<file path="src/rtl/mem_arbiter.sv">
// Two-port (fetch/data) arbiter onto a single-port synchronous RAM.
// Data has priority over fetch, with a starve counter that guarantees fetch progress.
module mem_arbiter #(
  parameter int unsigned ADDR_W       = 17,
  parameter int unsigned STARVE_LIMIT = 3
) (
  input  logic              clk,
  input  logic              rstn,
  // fetch port
  input  logic              i_req,
  input  logic [31:0]       i_addr,
  output logic [31:0]       i_rdata,
  output logic              i_ack,
  output logic              i_err,
  // data port
  input  logic              d_req,
  input  logic              d_we,
  input  logic [31:0]       d_addr,
  input  logic [31:0]       d_wdata,
  output logic [31:0]       d_rdata,
  output logic              d_ack,
  output logic              d_err,
  // RAM port
  output logic              ram_ena,
  output logic              ram_wea,
  output logic [ADDR_W-1:0] ram_addra,
  output logic [31:0]       ram_dina,
  input  logic [31:0]       ram_douta
);

  localparam int unsigned CntW = (STARVE_LIMIT > 0) ? $clog2(STARVE_LIMIT + 1) : 1;

  typedef enum logic [1:0] {StIdle, StRespI, StRespD} state_e;

  state_e            state_q, state_d;
  logic [CntW-1:0]   cnt_q, cnt_d;
  logic              err_q, err_d;
  logic              starved, grant_i, grant_d, i_aligned, d_aligned;

  // Upper address bits alias away by design.
  logic unused_addr;
  assign unused_addr = ^{i_addr[31:ADDR_W+2], d_addr[31:ADDR_W+2]};

  assign i_aligned = (i_addr[1:0] == 2'b00);
  assign d_aligned = (d_addr[1:0] == 2'b00);
  assign starved   = (cnt_q == CntW'(STARVE_LIMIT));
  assign grant_d   = d_req && !(i_req && starved);
  assign grant_i   = i_req && !grant_d;

  assign i_rdata = rstn ? ram_douta : 32'h0;
  assign d_rdata = rstn ? ram_douta : 32'h0;

  always_comb begin
    state_d   = state_q;
    cnt_d     = cnt_q;
    err_d     = err_q;
    ram_ena   = 1'b0;
    ram_wea   = 1'b0;
    ram_addra = grant_d ? d_addr[ADDR_W+1:2] : i_addr[ADDR_W+1:2];
    ram_dina  = d_wdata;
    i_ack     = 1'b0;
    i_err     = 1'b0;
    d_ack     = 1'b0;
    d_err     = 1'b0;
    unique case (state_q)
      StIdle: begin
        // Misaligned winners still take the response slot, but never touch the RAM.
        if (grant_d) begin
          state_d = StRespD;
          err_d   = !d_aligned;
          ram_ena = d_aligned;
          ram_wea = d_aligned && d_we;
        end else if (grant_i) begin
          state_d = StRespI;
          err_d   = !i_aligned;
          ram_ena = i_aligned;
        end
        if (!i_req || grant_i) begin
          cnt_d = '0;
        end else if (grant_d && !starved) begin
          cnt_d = cnt_q + CntW'(1);
        end
      end
      StRespI: begin
        i_ack   = 1'b1;
        i_err   = err_q;
        state_d = StIdle;
      end
      StRespD: begin
        d_ack   = 1'b1;
        d_err   = err_q;
        state_d = StIdle;
      end
      default: state_d = StIdle;
    endcase
    if (!rstn) begin
      ram_ena = 1'b0;
      ram_wea = 1'b0;
      i_ack   = 1'b0;
      i_err   = 1'b0;
      d_ack   = 1'b0;
      d_err   = 1'b0;
    end
  end

  always_ff @(posedge clk) begin
    if (!rstn) begin
      state_q <= StIdle;
      cnt_q   <= '0;
      err_q   <= 1'b0;
    end else begin
      state_q <= state_d;
      cnt_q   <= cnt_d;
      err_q   <= err_d;
    end
  end

endmodule

</file>
<file path="config.mk">
export PLATFORM = sky130hd
export DESIGN_NAME = mem_arbiter
export DESIGN_NICKNAME = d
export VERILOG_FILES = /design/src/rtl/mem_arbiter.sv
export SDC_FILE = /design/constraint.sdc
export NUM_CORES = 1
export LEC_CHECK = 0
export BUFFER_PORTS_ARGS = -buffer_cell sky130_fd_sc_hd__buf_2
export CAP_MARGIN = 20
export CORE_AREA = 3 3 98 100
export DETAILED_ROUTE_END_ITERATION = 16
export DIE_AREA = 0 0 101 103
export GPL_TIMING_DRIVEN = 0
export REMOVE_ABC_BUFFERS = 1
export SYNTH_ARGS = -nofsm -noshare
export SYNTH_HDL_FRONTEND = slang
export SYNTH_SLANG_ARGS = --single-unit
</file>
<file path="constraint.sdc">
create_clock -name clk -period 1.42 [get_ports clk]
set_clock_uncertainty 0.1 [all_clocks]
set_input_delay 0.071 -clock clk [delete_from_list [all_inputs] [get_ports clk]]
set_output_delay 0.071 -clock clk [all_outputs]
set_load 0.05 [all_outputs]
</file>
* Word-level counts from Yosys, hierarchy flattened
Cells that the tools add are included.
Widths: inputs -> output; s select.
** Cells by class
- Add/sub/neg operators :: 1
- Equality and inequality tests :: 3
- Muxes and demuxes :: 23
- Bitwise gates (word level) :: 2
- Reduce and logical (&&, ||, !) cells :: 21
** Operators by type and width (number)
- $mux 32 :: 1
- $mux 1 :: 17
- $mux 17 :: 1
- $mux 2 :: 4
- $logic_not 1->1 :: 6
- $logic_not 2->1 :: 3
- $reduce_and 2->1 :: 3
- $logic_and 1x1->1 :: 5
- $eq 2x2->1 const B :: 2
- $reduce_bool 2->1 :: 2
- $reduce_or 3->1 :: 1
- $add 2x1->2 const B :: 1
- $eq 2x1->1 const B :: 1
- $not 1->1 :: 2
- $logic_or 1x1->1 :: 1
** Word-level totals
- Register bits after elaboration :: 5
- Bits of input ports :: 133
- Output and inout port bits :: 119
- Word-level logic and storage cells :: 54

* Depth between registers and ports, before layout
- Depth after elaboration :: 10
- Depth in mapped cells :: 5
- Mapped depth without buffers :: 4

* Least setup slack after synthesis
Ideal clock, no wire load.
- Path type :: register to output
- Start point :: register state_q[0]
- End point :: output port i_err
- Arrival time :: 1605 ps
- Required time :: 1249 ps
- Path slack :: -356 ps
- Cell stages (with the launch flop) :: 4
- Cell sequence :: dfxtp_1 > nand2_1 > nor2_1 > and2_1
** On the way
- Word-level cells in the longest chain between the ends :: 3
** Ends and longest elaborated chain
- start, declared :: RTL line 35 : state_e state_q, state_d;
- start signal, assigned :: RTL line 108 : state_q <= StIdle;
- start signal, assigned :: RTL line 112 : state_q <= state_d;
- $eq 2x1->1 :: RTL line 65 : unique case (state_q)
- $mux 1 :: RTL line 65
- $mux 1 :: RTL line 96 : if (!rstn) begin
- end, declared :: RTL line 14 : output logic i_err,
Every way passes these cells.

* Final worst setup path
- Start point :: register cnt_q[1]
- End point :: output port ram_addra[5]
** On the way
- Word-level cells in the longest chain between the ends :: 5
** Ends and longest elaborated chain
- start, declared :: RTL line 36 : logic [CntW-1:0] cnt_q, cnt_d;
- start signal, assigned :: RTL line 113 : cnt_q <= cnt_d;
- $eq 2x2->1 :: RTL line 46 : assign starved = (cnt_q == CntW'(STARVE_LIMIT));
- $logic_and 1x1->1 :: RTL line 47 : assign grant_d = d_req && !(i_req && starved);
- $logic_not 1->1 :: RTL line 47
- $logic_and 1x1->1 :: RTL line 47
- $mux 17 :: RTL line 59 : ram_addra = grant_d ? d_addr[ADDR_W+1:2] : i_addr[ADDR_W+1:2];
- end, declared :: RTL line 26 : output logic [ADDR_W-1:0] ram_addra,
Every way passes these cells.

==> reports/results.ini <==
[placed_design]
hpwl_um=5207
port_buffers=161
gp_congestion=0.7172
dp.cells=348

[timing]
setup_violations=20
fin_crit_sh_pct=127.1
worst_slew_pin_slew_ps=516.2
setup-tns-final_ps=-6829
period_minus_slack_ps=1805
slew_viol_final=0
grt_setup_unrepaired=yes
relSlewSlack_pct=65.58
setup_slack_ps=-385.1
hold_viol=0
timing.fmax_mhz=554.0

[cells_and_area]
drive_gt1_share_pct=77.38
layout_commonest_cell=buf_2
area_growth_pct=58.10
nets=387
layout.cells.non_filler=360
antenna_cells=0
final_cell_mix=buf_2, and2_1, buf_6, mux2_4
final_util_pct=22.57
fillers=968

[min_path]
hp-class=in2out

[grt]
grt_util_met3_pct=9.202
use_met2_pct=15.90
grt.total_usage_pct=11.39
busiest_layer=met2
grt_first_pass_wirelength_um=8521
use_met1_pct=12.64
grt_max_degree=40
grt_pass1_vias=1452
gr-total-overflow=0
antenna_found_initial=0

[critical_path]
critPathArrivalTime_ps=1630
crit_required_ps=1250
end_kind=output port
critPathLaunchType=flop
crit_type=reg2out
crit_fanout=7

[clock_tree]
cts_buffers=3
cts_buffer_depth=2
htreeDepth=1
clk_pin_slew_worst_paths_ps=30
cts_tree=yes
hold_buffers=0
clkSinkCount=5
insertion_delay_ps=220
root_buffer=clkbuf_8

[floorplanning]
io_pins=252
die_w_um=101
fp.coreArea_um2=8763
die_y_um=103
initial_core_util_pct=14.28
num_rows=34
dieArea_um2=10400

[route]
drtIter0Drc=19
dr.pass1.iters=4
vias=1444
via_per_inst=4.011
wirelength_um=6329
remaining_drc_errors=0
wire_per_inst_um=17.58
ant_nets=0

[logic_synthesis]
ys.warnings.count=0
synth_cells=149
synthesis.area_um2=1251
syn_area_per_cell_um2=8.397
synth_area_leaders=buf_4, mux2_4, and2_1, dfxtp_1, buf_6
synth_top_cell_area_share_pct=38.40
ys_ff_latch=5
ys_types=23
synth_area_leader_cell=buf_4
ys_seq_area_share_pct=8.000

[outcome]
status=finished with violations
violations=setup timing

[power_and_ir_drop]
power_density_nw_per_um2=718.1
totalPowerFinal_w=0.001420
leakagePower_nw=1.161
ir_drop_mv=0.2262

[job]
max_cap_violations=0

-- final cells by class --
cell class,instances,area (um^2),share of cell area (%)
Clock buffer,4,45.04,2.277
Timing Repair Buffer,168,1028,51.99
Tap cell,108,135.1,6.831
Sequential cell,5,102.6,5.187
Multi-Input combinational cell,74,663.1,33.52
Inverter,1,3.754,0.1898
-- state kept, by name, indices dropped and copies added, names as in the netlist --
signal,cells
cnt_q,2
err_q,1
state_q,2
-- power breakdown --
group          total [W]  internal [W]  switching [W]
Sequential      0.000157      0.000150     0.00000705
Combinational    0.00100      0.000334       0.000668
Clock           0.000262      0.000193      0.0000697
Total            0.00142      0.000676       0.000744
-- path summary, 6_finish.rpt --
check | start | to | slack [ps] | cells past startpoint
max | cnt_q[1] | ram_addra[5] | -390 | 5
min | d_wdata[15] | ram_dina[15] | 40 | 0
max reg2reg | cnt_q[1] | err_q | -40 | 4
min reg2reg | cnt_q[1] | cnt_q[1] | 400 | 2
-- logic make-up (layout without fill, tap and decap cells) --
kind of cell	Yosys count	after routing	share of synthesized area (%)
DFF	5	5	8.000
adders and majority gates	1	1	0.9998
muxes	18	18	21.20
buffers and inverters	71	173	41.80
AOI/OAI and AO/OA	7	8	5.000
and+or+nand+nor	47	47	23.00
-- worst max-delay path, stage by stage (launching register included) --
cell	delay, ps
dfxtp_2	320
ha_4	170
a21boi_4	270
buf_12	180
mux2_4	320
buf_8	150
-- metal layers --
metal	wire, um	share of wire [%]
met5	41	0.65
met4	70	1.1
met3	1385	22
met2	2434	38
met1	2397	38
-- cell usage after synthesis --
master    number
mux2i_1        1
buf_4         64
inv_1          1
nand4_1        1
and3_2         1
nor3b_1        2
nor2_1         4
a21boi_4       1
o21ai_0        2
o21a_1         1
buf_2          1
nand2_1        2
and2_1        34
mux2_4        17
a21boi_1       2
dfxtp_1        5
o221a_1        1
buf_6          2
ha_1           1
and3b_1        1
nand4b_1       1
and3_1         1
clkbuf_1       3
-- metrics by stage --
step	worst slack (ps)	instance area [um^2]	hold WS, ps
3_3_place_gp	-730.0	1673	42.43
3_5_place_dp	-775.5	1673	42.43
2_1_floorplan	-744.1	732.0	42.00
6_report	-385.1	1978	42.45
4_1_cts	-398.8	1942	42.43
5_1_grt	-440.5	1978	42.30
-- repair_timing --
item | 4_1_cts | 5_1_grt
gates resized for setup | 43 | 7
setup endpoints to repair | 24 | 21
buffers inserted | 6 | 1
pin swaps | 3 | 1
cloned | 1 | 0
No activity file was read; power rests on OpenSTA's default activity.
